$ cat config.mk
export PLATFORM = sky130hd
export DESIGN_NAME = lfsr_rand_arbiter
export DESIGN_NICKNAME = d
export VERILOG_FILES = /design/src/rtl/lfsr_rand_arbiter.sv
export SDC_FILE = /design/constraint.sdc
export NUM_CORES = 1
export LEC_CHECK = 0
export CORE_UTILIZATION = 49
export CTS_CLUSTER_DIAMETER = 150
export DETAILED_ROUTE_END_ITERATION = 8
export PLACE_DENSITY = 0.84
export SYNTH_ARGS = -nofsm -noshare
export SYNTH_HDL_FRONTEND = slang
export SYNTH_SLANG_ARGS = --single-unit
$ cat constraint.sdc
create_clock -name clk_i -period 2.1 [get_ports clk_i]
set_input_delay 0.63 -clock clk_i [delete_from_list [all_inputs] [get_ports clk_i]]
set_output_delay 0.63 -clock clk_i [all_outputs]
set_load 0.02 [all_outputs]
$ cat src/rtl/lfsr_rand_arbiter.sv
// lfsr_rand_arbiter
//   Shares one 5-bit LFSR random source between N_REQ requesters. Requesters
//   are served in round-robin order. Each draw steps the LFSR through a
//   one-cycle advance strobe. Draws above MAX_VAL are rejected and redrawn.
//   After MAX_RETRY rejected draws the delivered value is forced to MAX_VAL.
//
// Ports
//   clk_i        system clock
//   rst_ni       asynchronous active-low reset
//   req_i        per-requester level request, held high until granted
//   gnt_o        one-hot, one-cycle grant pulse; rand_o is valid with it
//   rand_o       delivered random value (0..MAX_VAL), held between grants
//   busy_o       high whenever the arbiter is not idle
//   lfsr_next_o  advance strobe to the LFSR
//   lfsr_rand_i  LFSR output; reflects a step on the edge after lfsr_next_o
module lfsr_rand_arbiter #(
    parameter int unsigned N_REQ     = 4,
    parameter int unsigned MAX_VAL   = 23,
    parameter int unsigned MAX_RETRY = 3
) (
    input  logic             clk_i,
    input  logic             rst_ni,
    input  logic [N_REQ-1:0] req_i,
    output logic [N_REQ-1:0] gnt_o,
    output logic [4:0]       rand_o,
    output logic             busy_o,
    output logic             lfsr_next_o,
    input  logic [4:0]       lfsr_rand_i
);

    localparam int unsigned PW = (N_REQ > 1) ? $clog2(N_REQ) : 1;

    typedef enum logic [1:0] {
        IDLE,
        STEP,
        SAMPLE,
        GRANT
    } state_t;

    state_t          state;
    logic [PW-1:0]   ptr;
    logic [PW-1:0]   winner;
    logic [PW-1:0]   pick;
    logic [PW-1:0]   cand;
    logic [2:0]      retry;
    logic            found;
    int unsigned     idx;

    // Rotating-priority search: first set request strictly after ptr,
    // wrapping modulo N_REQ, so the last winner has lowest priority.
    always_comb begin
        pick  = ptr;
        found = 1'b0;
        idx   = 0;
        cand  = '0;
        for (int unsigned k = 1; k <= N_REQ; k++) begin
            idx = int'(ptr) + k;
            if (idx >= N_REQ) begin
                idx = idx - N_REQ;
            end
            cand = PW'(idx);
            if (!found && req_i[cand]) begin
                pick  = cand;
                found = 1'b1;
            end
        end
    end

    always_ff @(posedge clk_i or negedge rst_ni) begin
        if (!rst_ni) begin
            state       <= IDLE;
            gnt_o       <= '0;
            rand_o      <= '0;
            busy_o      <= 1'b0;
            lfsr_next_o <= 1'b0;
            ptr         <= PW'(N_REQ - 1);
            retry       <= '0;
            winner      <= '0;
        end else begin
            // Both strobes are single-cycle; states that want them set them.
            gnt_o       <= '0;
            lfsr_next_o <= 1'b0;
            case (state)
                IDLE: begin
                    if (found) begin
                        winner      <= pick;
                        retry       <= '0;
                        state       <= STEP;
                        lfsr_next_o <= 1'b1;
                        busy_o      <= 1'b1;
                    end
                end
                STEP: begin
                    state <= SAMPLE;
                end
                SAMPLE: begin
                    if (!req_i[winner]) begin
                        // Winner withdrew: no grant, pointer keeps its value.
                        state  <= IDLE;
                        busy_o <= 1'b0;
                    end else if (lfsr_rand_i <= 5'(MAX_VAL)) begin
                        rand_o <= lfsr_rand_i;
                        gnt_o  <= N_REQ'(1) << winner;
                        state  <= GRANT;
                    end else if (retry == 3'(MAX_RETRY - 1)) begin
                        rand_o <= 5'(MAX_VAL);
                        gnt_o  <= N_REQ'(1) << winner;
                        state  <= GRANT;
                    end else begin
                        retry       <= retry + 3'd1;
                        state       <= STEP;
                        lfsr_next_o <= 1'b1;
                    end
                end
                GRANT: begin
                    ptr    <= winner;
                    busy_o <= 1'b0;
                    state  <= IDLE;
                end
                default: begin
                    state  <= IDLE;
                    busy_o <= 1'b0;
                end
            endcase
        end
    end

endmodule

==> reports/qor.yml <==
synthesis:
  yosys.area_share.simple_pct: 19.5
  ys_warn_count: 0
  synth_xor_area_share_pct: 0
  synthDistinctLibCells: 32
  avgSynthCellArea_um2: 11.7
  synthMuxAreaShare_pct: 11.5
  async_flop_share_pct: 100
  ys_ff_latch: 20
  synth_top_flop_cell: "dfrtp_1"
  synth_cells: 86
  synth-compound-area-share_pct: 13.0
  synthAdderAreaFrac_pct: 2.50
  synthesis.nets: 99
  syn-cell-area_mm2: 0.00100
  seq_area_frac_synth_pct: 50.2
  synth_top_family_by_area: "simple AND/OR/NAND/NOR gates"
  synth_edf_count: 0
setup_path:
  r2r_slack_ns: 0.47
  critPathSlowestCell: "clkdlybuf4s50_1"
  max_stage_delay_ns: 0.61
  reg2reg_to: "rand_o[4]"
  timing.rr.start: "winner[1]"
  crit_buf_inv: 1
  required_ns: 1.47
  cp.arrival_ns: 1.30
  crit_path_end_kind: "output port"
  start_kind: "flop"
  critPathKind: "reg -> out"
  path_delay_family: "buffers and inverters"
  crit_chain: "clkdlybuf4s50_1"
  rr_worst_depth: 4
  crit_path_max_fanout: 3
worst_hold_path:
  min_to: "retry[2]"
  hold_start: "retry[2]"
  hp-class: "reg -> reg"
  hold_depth: 1
finish:
  seqCellArea_um2: 503
  nNetsFinal: 131
  fillCellCount: 130
  multi_input_area_um2: 465
  area_growth_pct: 32.2
  final_core_util_pct: 72.8
  insertedDiodeCount: 0
  drive_gt1_share_pct: 22.2
routing:
  dr.pass1.iters: 4
  drtAntennaViolNets: 0
  wl_per_cell_um: 12.6
  vias: 723
  viasPerCell: 5.09
  drt_iter0_drc: 13
  drt_drc_violations_left: 0
  wl_mm: 1.79
sta:
  finalHoldViolCount: 0
  final.period_utilization_pct: 91.7
  timing.fmax_ghz: 0.519
  drv_slew: 0
  relSlewSlack_pct: 75.8
  fin_crit_ns: 1.93
  rsz0062_at_grt: "no"
  finClkSkew_ns: 0.00620
  setup_viol: 0
  setup_tns_ns: 0
  tightest_slew_ns: 0.362
clocking:
  cts_tree: "built"
  post_cts_buffers: 0
  htreeDepth: 1
  cts_hold_buf: 0
  clkTransAtPathRegs_ns: 0.11
  cts_sinks: 20
  cts.repair.resized: 0
  cts_made_buffers: 3
  clock_latency_ns: 0.29
  cts-root-buf: "clkbuf_4"
  clk_path_buf_depth: 2
floorplan:
  io_pins: 22
  coreArea_mm2: 0.00182
  fp.dieH_um: 47.2
  dieArea_mm2: 0.00223
  std_cell_rows: 15
  start_util_pct: 55.1
  fp.dieW_um: 47.2
grt:
  grt_pass1_vias: 681
  grt_pass1_wl_mm: 2.92
  grt_overflow: 0
  antenna_found_initial: 0
  grt_max_degree: 21
  track_usage_pct: 18.6
power_and_ir_drop:
  power_density_mw_per_mm2: 1220
  ir_worst_vdd_uv: 859
  p_leak_nw: 0.622
job:
  maxCapViolations: 0
placement:
  hpwl_mm: 1.43
  gp_congestion: 0.772
  portBuffers: 21
outcome:
  status: "finished, final reports clean"
==> metrics by stage <==
step / std cells / total power, mW / hold WS (ns) / area [µm²] / worst slack, ns
floorplan: 86 / 1.15 / 0.334 / 1000 / 0.472
global placement: 138 / 1.38 / 0.462 / 1290 / 0.0139
detailed placement: 138 / 1.41 / 0.478 / 1290 / 0.0124
CTS: 142 / 1.63 / 0.497 / 1330 / 0.168
global route: 142 / 1.72 / 0.511 / 1330 / 0.128
finish: 142 / 1.62 / 0.494 / 1330 / 0.174
==> layout make-up <==
cell class | instances | area share (%)
well taps | 25 | 2.36
inverters | 5 | 1.42
clock buffers | 4 | 2.74
repair buffers | 29 | 20.4
multi-input cells | 59 | 35.1
flip-flops and latches | 20 | 38.0
==> per-layer routing <==
layer / share of wire, % / track usage, % / vias up
met4: 0 / 3.43 / 0
met2: 48 / 29.9 / 13
met5: 0 / 0 / -
met1: 49 / 26.6 / 343
met3: 3.0 / 3.46 / 0
li1: - / - / 367
==> how the worst max path moves through the flow <==
stage / start / end / slack (ns) / cells after the start
finish: busy_o / busy_o / 0.17 / 1
CTS: busy_o / busy_o / 0.17 / 1
floorplan: req_i[1] / rand_o[4] / 0.47 / 4
global route: busy_o / busy_o / 0.13 / 1
global placement: req_i[0] / retry[0] / 0.01 / 5
detailed placement: req_i[0] / retry[0] / 0.01 / 5
==> kinds of logic after synthesis <==
family | after synthesis
muxes | 9
and+or+nand+nor | 32
adders and majority gates | 2
AOI/OAI and AO/OA | 16
DFF | 20
buffers and inverters | 7
==> flip-flops by register name, indices dropped and copies added (netlist names) <==
| register | count |
|---|---|
| lfsr_next_o | 1 |
| winner | 2 |
| busy_o | 1 |
| ptr | 2 |
| rand_o | 5 |
| state | 2 |
| retry | 3 |
| gnt_o | 4 |
==> where the power goes <==
group / switching, mW / internal, mW / total (mW)
sequential: 0.136 / 0.536 / 0.672
combinational: 0.334 / 0.393 / 0.727
clock: 0.114 / 0.106 / 0.219
total: 0.584 / 1.03 / 1.62
==> layout by cell type, fill, tap and decap left out, types with 3 or more instances in the layout <==
cell	n
clkdlybuf4s50_1	21
dfrtp_1	18
nand2_1	13
buf_4	8
inv_1	5
nor2_1	4
a21oi_1	4
mux2i_1	4
nand2b_1	3
o22a_1	3
clkbuf_4	3
==> cells in the mapped netlist, types with 2 or more instances <==
library cell	n	share of area [%]
o21ai_0	2	1.0
nand2b_1	3	1.9
mux2_2	2	2.2
nor3_1	2	1.0
nor4_1	2	1.2
nand2_1	13	4.9
nor3b_1	2	1.5
mux2_4	2	3.0
ha_1	2	2.5
a21oi_1	4	2.0
mux2i_1	4	4.0
dfrtp_1	18	45
o22a_1	3	2.6
nor2_1	4	1.5
dfstp_2	2	5.2
inv_1	5	1.9
No activity file was read; power rests on OpenSTA's default activity.
